$ cat src/rtl/bridge_ram2bus_rw_if.sv
// rtl/bridge_ram2bus_rw_if.sv - OCP-style bus master/slave signal bundle
interface bridge_ram2bus_rw_if #(
  parameter int ADDR_WIDTH = 32,
  parameter int DATA_WIDTH = 32
);
  localparam int BE_WIDTH = DATA_WIDTH / 8;

  logic                  MReset_n;
  logic [2:0]            MCmd;
  logic [ADDR_WIDTH-1:0] MAddr;
  logic [DATA_WIDTH-1:0] MData;
  logic [BE_WIDTH-1:0]   MByteEn;
  logic                  MRespAccept;
  logic                  SCmdAccept;
  logic [1:0]            SResp;
  logic [DATA_WIDTH-1:0] SData;

  modport master (
    output MReset_n, MCmd, MAddr, MData, MByteEn, MRespAccept,
    input  SCmdAccept, SResp, SData
  );

  modport slave (
    input  MReset_n, MCmd, MAddr, MData, MByteEn, MRespAccept,
    output SCmdAccept, SResp, SData
  );
endinterface

$ cat src/rtl/bridge_ram2bus_rw.sv
// rtl/bridge_ram2bus_rw.sv - RAM-port to OCP-bus read/write bridge with error tracking
module bridge_ram2bus_rw #(
  parameter int ADDR_WIDTH      = 32,
  parameter int DATA_WIDTH      = 32,
  parameter int WRITE_POSTED    = 1,
  parameter int TIMEOUT         = 0,
  parameter int ERR_COUNT_WIDTH = 8
) (
  input  logic                       clk,
  input  logic                       reset,
  input  logic                       ram_en,
  input  logic                       ram_we,
  input  logic [ADDR_WIDTH-1:0]      ram_addr,
  input  logic [DATA_WIDTH/8-1:0]    ram_be,
  input  logic [DATA_WIDTH-1:0]      ram_data_w,
  output logic [DATA_WIDTH-1:0]      ram_data_r,
  output logic                       ram_delay,
  bridge_ram2bus_rw_if.master        bus,
  input  logic                       err_clear,
  output logic                       err_sticky,
  output logic [ERR_COUNT_WIDTH-1:0] err_count,
  output logic [ADDR_WIDTH-1:0]      err_addr
);

  // Counter width must be at least one bit even when the timeout is disabled.
  localparam int TMO_W = (TIMEOUT > 0) ? $clog2(TIMEOUT + 1) : 1;

  localparam logic [2:0] CMD_IDLE = 3'd0;
  localparam logic [2:0] CMD_WR   = 3'd1;
  localparam logic [2:0] CMD_RD   = 3'd2;

  localparam logic [1:0] RESP_NULL = 2'd0;
  localparam logic [1:0] RESP_DVA  = 2'd1;
  localparam logic [1:0] RESP_FAIL = 2'd2;
  localparam logic [1:0] RESP_ERR  = 2'd3;

  typedef enum logic {
    S_IDLE = 1'b0,
    S_WAIT = 1'b1
  } state_t;

  state_t state_q, state_d;

  logic                  waiting;
  logic                  timeout_hit;
  logic                  resp_done;
  logic                  resp_err;
  logic                  issue;
  logic                  accepted;
  logic                  wait_new;

  logic                  pend_we_q;
  logic [ADDR_WIDTH-1:0] pend_addr_q;
  logic [DATA_WIDTH-1:0] cap_data_q;
  logic [TMO_W-1:0]      tmo_cnt_q;

  logic                       err_sticky_q;
  logic [ERR_COUNT_WIDTH-1:0] err_count_q;
  logic [ADDR_WIDTH-1:0]      err_addr_q;

  assign waiting = (state_q == S_WAIT);

  // The counter reads TIMEOUT in the last wait cycle; a late NULL there aborts.
  assign timeout_hit = (TIMEOUT != 0) && waiting && (bus.SResp == RESP_NULL) &&
                       (tmo_cnt_q == TMO_W'(TIMEOUT));

  assign resp_done = waiting && ((bus.SResp != RESP_NULL) || timeout_hit);
  assign resp_err  = resp_done && (timeout_hit || (bus.SResp == RESP_FAIL) ||
                                   (bus.SResp == RESP_ERR));

  // A new command may overlap the cycle in which the previous response lands.
  assign issue    = ram_en && !reset && (!waiting || resp_done);
  assign accepted = issue && bus.SCmdAccept;

  // Reads always wait for data; writes wait only in acknowledged mode.
  assign wait_new = accepted && (!ram_we || (WRITE_POSTED == 0));

  assign bus.MReset_n    = ~reset;
  assign bus.MCmd        = issue ? (ram_we ? CMD_WR : CMD_RD) : CMD_IDLE;
  assign bus.MAddr       = ram_addr;
  assign bus.MData       = ram_data_w;
  assign bus.MByteEn     = ram_be;
  assign bus.MRespAccept = 1'b1;

  assign ram_delay = reset || (waiting && !resp_done) || (ram_en && !accepted);

  // Bypass fresh read data so back-to-back reads need no extra cycle.
  assign ram_data_r = (resp_done && !pend_we_q && (bus.SResp == RESP_DVA)) ?
                      bus.SData : cap_data_q;

  assign err_sticky = err_sticky_q;
  assign err_count  = err_count_q;
  assign err_addr   = err_addr_q;

  // Transaction state register.
  always_ff @(posedge clk) begin
    if (reset) begin
      state_q <= S_IDLE;
    end else begin
      state_q <= state_d;
    end
  end

  // Next-state: enter WAIT on a waiting acceptance, leave when the response completes.
  always_comb begin
    state_d = state_q;
    case (state_q)
      S_IDLE: begin
        if (wait_new) state_d = S_WAIT;
      end
      S_WAIT: begin
        if (resp_done && !wait_new) state_d = S_IDLE;
      end
      default: state_d = S_IDLE;
    endcase
  end

  // Pending-transaction bookkeeping, timeout counter and read-data capture.
  always_ff @(posedge clk) begin
    if (reset) begin
      pend_we_q   <= 1'b0;
      pend_addr_q <= '0;
      cap_data_q  <= '0;
      tmo_cnt_q   <= '0;
    end else begin
      if (wait_new) begin
        pend_we_q   <= ram_we;
        pend_addr_q <= ram_addr;
      end

      if (wait_new) begin
        tmo_cnt_q <= TMO_W'(1);
      end else if (waiting && !resp_done) begin
        tmo_cnt_q <= tmo_cnt_q + 1'b1;
      end else if (resp_done) begin
        tmo_cnt_q <= '0;
      end

      if (resp_done && !pend_we_q) begin
        if (bus.SResp == RESP_DVA) begin
          cap_data_q <= bus.SData;
        end else begin
          cap_data_q <= '0;
        end
      end
    end
  end

  // Error bookkeeping; a simultaneous error overrides err_clear.
  always_ff @(posedge clk) begin
    if (reset) begin
      err_sticky_q <= 1'b0;
      err_count_q  <= '0;
      err_addr_q   <= '0;
    end else if (resp_err) begin
      err_sticky_q <= 1'b1;
      err_addr_q   <= pend_addr_q;
      if (err_clear) begin
        err_count_q <= ERR_COUNT_WIDTH'(1);
      end else if (err_count_q != {ERR_COUNT_WIDTH{1'b1}}) begin
        err_count_q <= err_count_q + 1'b1;
      end
    end else if (err_clear) begin
      err_sticky_q <= 1'b0;
      err_count_q  <= '0;
    end
  end

endmodule

$ cat src/flat_wrapper.sv
// flat-port wrapper written by rule: the top's interface ports become plain ports
module bridge_ram2bus_rw_flat 
#(
  parameter int ADDR_WIDTH      = 32,
  parameter int DATA_WIDTH      = 32,
  parameter int WRITE_POSTED    = 1,
  parameter int TIMEOUT         = 0,
  parameter int ERR_COUNT_WIDTH = 8
)
  (clk, reset, ram_en, ram_we, ram_addr, ram_be, ram_data_w, ram_data_r, ram_delay, err_clear, err_sticky, err_count, err_addr, bus_MReset_n, bus_MCmd, bus_MAddr, bus_MData, bus_MByteEn, bus_MRespAccept, bus_SCmdAccept, bus_SResp, bus_SData);
  bridge_ram2bus_rw_if #(.ADDR_WIDTH(ADDR_WIDTH), .DATA_WIDTH(DATA_WIDTH)) bus_i ();
  input  logic clk;
  input  logic reset;
  input  logic ram_en;
  input  logic ram_we;
  input  logic [ADDR_WIDTH-1:0] ram_addr;
  input  logic [DATA_WIDTH/8-1:0] ram_be;
  input  logic [DATA_WIDTH-1:0] ram_data_w;
  output logic [DATA_WIDTH-1:0] ram_data_r;
  output logic ram_delay;
  input  logic err_clear;
  output logic err_sticky;
  output logic [ERR_COUNT_WIDTH-1:0] err_count;
  output logic [ADDR_WIDTH-1:0] err_addr;
  output wire logic [$bits(bus_i.MReset_n)-1:0] bus_MReset_n;
  output wire logic [$bits(bus_i.MCmd)-1:0] bus_MCmd;
  output wire logic [$bits(bus_i.MAddr)-1:0] bus_MAddr;
  output wire logic [$bits(bus_i.MData)-1:0] bus_MData;
  output wire logic [$bits(bus_i.MByteEn)-1:0] bus_MByteEn;
  output wire logic [$bits(bus_i.MRespAccept)-1:0] bus_MRespAccept;
  input wire logic [$bits(bus_i.SCmdAccept)-1:0] bus_SCmdAccept;
  input wire logic [$bits(bus_i.SResp)-1:0] bus_SResp;
  input wire logic [$bits(bus_i.SData)-1:0] bus_SData;
  assign bus_MReset_n = bus_i.MReset_n;
  assign bus_MCmd = bus_i.MCmd;
  assign bus_MAddr = bus_i.MAddr;
  assign bus_MData = bus_i.MData;
  assign bus_MByteEn = bus_i.MByteEn;
  assign bus_MRespAccept = bus_i.MRespAccept;
  assign bus_i.SCmdAccept = bus_SCmdAccept;
  assign bus_i.SResp = bus_SResp;
  assign bus_i.SData = bus_SData;
  bridge_ram2bus_rw #(.ADDR_WIDTH(ADDR_WIDTH), .DATA_WIDTH(DATA_WIDTH), .WRITE_POSTED(WRITE_POSTED), .TIMEOUT(TIMEOUT), .ERR_COUNT_WIDTH(ERR_COUNT_WIDTH)) u_core (.clk(clk), .reset(reset), .ram_en(ram_en), .ram_we(ram_we), .ram_addr(ram_addr), .ram_be(ram_be), .ram_data_w(ram_data_w), .ram_data_r(ram_data_r), .ram_delay(ram_delay), .bus(bus_i), .err_clear(err_clear), .err_sticky(err_sticky), .err_count(err_count), .err_addr(err_addr));
endmodule
$ cat config.mk
export PLATFORM = sky130hd
export DESIGN_NAME = bridge_ram2bus_rw_flat
export DESIGN_NICKNAME = d
export VERILOG_FILES = /design/src/rtl/bridge_ram2bus_rw_if.sv /design/src/rtl/bridge_ram2bus_rw.sv /design/src/flat_wrapper.sv
export SDC_FILE = /design/constraint.sdc
export NUM_CORES = 1
export LEC_CHECK = 0
export CORE_MARGIN = 3
export CORE_UTILIZATION = 35
export CTS_CLUSTER_SIZE = 24
export DETAILED_ROUTE_END_ITERATION = 16
export GPL_TIMING_DRIVEN = 0
export PLACE_DENSITY_LB_ADDON = 0.25
export REMOVE_ABC_BUFFERS = 1
export SYNTH_ARGS = -nofsm -noshare
export SYNTH_HDL_FRONTEND = slang
export SYNTH_SLANG_ARGS = --single-unit
$ cat constraint.sdc
create_clock -name clk -period 1.5 [get_ports clk]
set_input_delay 0.225 -clock clk [delete_from_list [all_inputs] [get_ports clk]]
set_output_delay 0.225 -clock clk [all_outputs]
set_load 0.1 [all_outputs]
==> results.toml <==
[run_status]
outcome = "complete, but fails checks"
failed_checks = "negative setup slack"

[power]
ir_drop_mv = 0.471
p_leak_nw = 2.89
pwr-share-seq = 0.438
p_clk_frac = 0.390
combPwrFrac = 0.172
power_mw = 6.61
p_int_mw = 4.72
switching_share = 0.286
p_per_area_mw_per_mm2 = 905
netSwitchingPower_mw = 1.89

[synthesis]
yosys_warnings = 0
yosysUniqueCellTypes = 48
syn_avg_cell_area_um2 = 7.77
synthCells = 646
synth_seq_cells = 107
syn-cell-area_mm2 = 0.00502
synth-seq-area-share = 0.427

[clock_network]
htree_levels = 3
cts-root-buf = "clkbuf_16"
clock_path_buffers = 2
ctsHoldBuffers = 0
cts_buffers = 9
clk_latency_ns = 0.35
clk_pin_slew_ns = 0.07
cts_tree = "yes"
cts.sinks = 107

[worst_setup_path]
startpoint_type = "flop"
regToRegStartpoint = "u_core.state_q"
ff2ff_path_depth = 4
rr_endpoint = "u_core.err_count[6]"
critPathRequiredTime_ns = 1.27
crit_path_end_kind = "primary output"
cp_max_fo = 8
criticalPathCategory = "reg -> out"
worst_ep_arrival_time_ns = 1.60
r2r_slack_ns = -0.05

[floorplan]
num_rows = 43
fp.dieH_um = 126
ioPinCount = 255
die_x_um = 126
start_util = 0.360
core_area_mm2 = 0.0139
dieArea_mm2 = 0.0158

[cells_and_area]
fill_cells = 1288
nets = 851
ff_latch_area_mm2 = 0.00216
synthToLayoutAreaGrowth_pct = 45.4
final_util = 0.524
multi_input_area_mm2 = 0.00244
finalNonFillerCells = 927
diodes = 0
design_area_mm2 = 0.00730
drive_gt1_frac = 0.327

[worst_hold_path]
min_from = "reset"
worstHoldPathType = "in -> reg"
hold_end = "u_core.cap_data_q[10]"
holdPathStages = 2

[route]
num_vias = 4885
viasPerCell = 5.27
firstDrtPassIters = 4
routedWlPerCell_um = 18.6
routed_wl_um = 17200
drt_iter0_drc = 291
ant_nets = 0
drc_errors = 0

[run]
max_cap_violations = 0

[sta]
drv_slew = 0
fmax_mhz = 547
worstMarginPinSlew_ns = 0.623
setup_viol = 54
fin_crit_sh = 1.22
finClkSkew_ns = 0.00848
rsz0062_at_grt = "yes"
relSlewSlack = 0.585
holdWs_ns = 0.317
min_period_ns = 1.83
hold_viol = 0
layout_setup_ws_ns = -0.327
fin_setup_tns_ns = -11.03

[global_routing]
grt_max_degree = 68
antenna_found_initial = 0
grt_pass1_wl_um = 26200
gr-total-overflow = 0
grt_pass1_vias = 4812
grtUsageTotal = 0.206

[placed_design]
dp_hpwl_um = 10200
place_inst = 886
dp_slack_ns = -2.25
dpl-instance-area_mm2 = 0.00633
place.gp.congestion = 0.805
io_buffers = 180
## repair_timing
item / CTS / global route
buffers inserted: 16 / 3
endpoints found under the setup margin: 214 / 172
gates cloned: 6 / 0
gates resized for setup: 693 / 80
pin swaps: 37 / 36
## Yosys cell counts, drive strengths merged
library cell | number | share of area
a21oi | 69 | 0.070
clkbuf | 26 | 0.019
or2 | 1 | 0.0012
a211oi | 2 | 0.0030
nand3 | 1 | 0.0010
inv | 4 | 0.0030
o211a | 1 | 0.0020
and3 | 3 | 0.0037
nand2b | 3 | 0.0037
or3 | 1 | 0.0012
o21a | 1 | 0.0015
and4bb | 1 | 0.0025
a41oi | 1 | 0.0017
and4b | 1 | 0.0020
nand4 | 35 | 0.045
dfxtp | 107 | 0.43
nand3b | 2 | 0.0030
nor2 | 3 | 0.0027
a31oi | 1 | 0.0012
buf | 97 | 0.14
and3b | 1 | 0.0017
conb | 2 | 0.0015
o41a | 1 | 0.0022
nor3 | 2 | 0.0020
a2111oi | 1 | 0.0030
nor3b | 1 | 0.0037
o41ai | 1 | 0.0017
mux2i | 2 | 0.0040
nand4bb | 1 | 0.0022
or3b | 1 | 0.0017
o211ai | 32 | 0.048
o21ai | 34 | 0.034
nor4 | 2 | 0.0025
and4 | 2 | 0.0037
and2 | 1 | 0.0012
ha | 1 | 0.0025
or4 | 1 | 0.0015
nand2 | 199 | 0.15
o32ai | 1 | 0.0017
## layer usage
layer / track usage / vias up / share of wire
met2: 0.311 / 228 / 0.45
met3: 0.0738 / 15 / 0.093
met5: 0.0124 / - / 0
met1: 0.275 / 2303 / 0.44
met4: 0.0662 / 0 / 0.013
li1: - / 2339 / -
## power groups by stage
| stage | clock network, mW | logic, mW | registers [mW] |
|---|---|---|---|
| 2_1_floorplan | 0 | 0.278 | 2.98 |
| 3_3_place_gp | 0 | 1.06 | 2.96 |
| 3_5_place_dp | 0 | 1.07 | 2.97 |
| 4_1_cts | 2.64 | 1.13 | 2.90 |
| 5_1_grt | 2.75 | 1.18 | 2.90 |
| 6_report | 2.58 | 1.14 | 2.90 |
## area by class of cell
cell class | count | area share
clock inverters | 6 | 0.0122
well taps | 180 | 0.0308
clock buffers | 10 | 0.0327
flip-flops and latches | 107 | 0.295
inverters | 4 | 0.00274
multi-input cells | 418 | 0.334
repair buffers | 202 | 0.292
## worst max-delay path: stages (launching register included)
cell	delay, ns
dfxtp_4	0.38
and4bb_4	0.49
nand2_1	0.12
nand2_2	0.09
buf_12	0.17
## state kept, by name, indices dropped and copies added (netlist names)
signal,cells
u_core.cap_data_q,32
u_core.err_addr,32
u_core.err_count,8
u_core.err_sticky,1
u_core.pend_addr_q,32
u_core.pend_we_q,1
u_core.state_q,1
## cells in the final DEF (no fill, tap or decap), types with 2 or more instances in the layout
master           synthesis  layout
a211oi_1                 2       2
a21oi_1                 68      67
a21oi_2                  1       2
and3_1                   3       2
and4bb_4                 0       4
buf_12                   0      33
buf_2                   13      45
buf_4                   74      22
buf_6                    5       5
buf_8                    0       2
bufinv_16                0       2
clkbuf_16                0      10
clkdlybuf4s15_2          0       9
clkdlybuf4s18_2          0      16
clkdlybuf4s50_1          0      68
clkinvlp_4               0       2
conb_1                   2       2
dfxtp_1                107     103
dfxtp_4                  0       4
inv_1                    3       3
mux2i_1                  2       2
nand2_1                199     134
nand2_2                  0      63
nand2_4                  0       2
nand2b_1                 3       2
nand3b_1                 2       2
nand4_1                 34      34
nand4bb_4                0       3
nor2_4                   0       2
nor3_1                   2       2
o211ai_1                32      32
o21ai_0                 32      31
o21ai_1                  2       3
## worst max path at each step
stage                           startpoint              to  slack (ns)  cells past startpoint
after CTS                   u_core.state_q     bus_MCmd[0]       -0.35                      5
final                     u_core.pend_we_q  ram_data_r[18]       -0.33                      4
after detailed placement      bus_SResp[1]   ram_data_r[0]       -2.25                      5
after global placement               reset    bus_MReset_n       -4.05                      3
after global routing      u_core.pend_we_q  ram_data_r[18]       -0.39                      4
after floorplan             u_core.state_q     bus_MCmd[1]       -2.18                      2
## cells by family (layout without fill, tap and decap cells)
kind of cell / after synthesis / in the layout / share of synthesized area
flip-flops: 107 / 107 / 0.427
adder cells (fa/ha/maj): 1 / 1 / 0.00249
buffers and inverters: 127 / 222 / 0.161
other: 2 / 2 / 0.00150
AND/OR/NAND/NOR: 262 / 268 / 0.235
AO/OA/AOI/OAI: 145 / 145 / 0.169
multiplexers: 2 / 2 / 0.00399
Power figures use the tool's default switching activity.
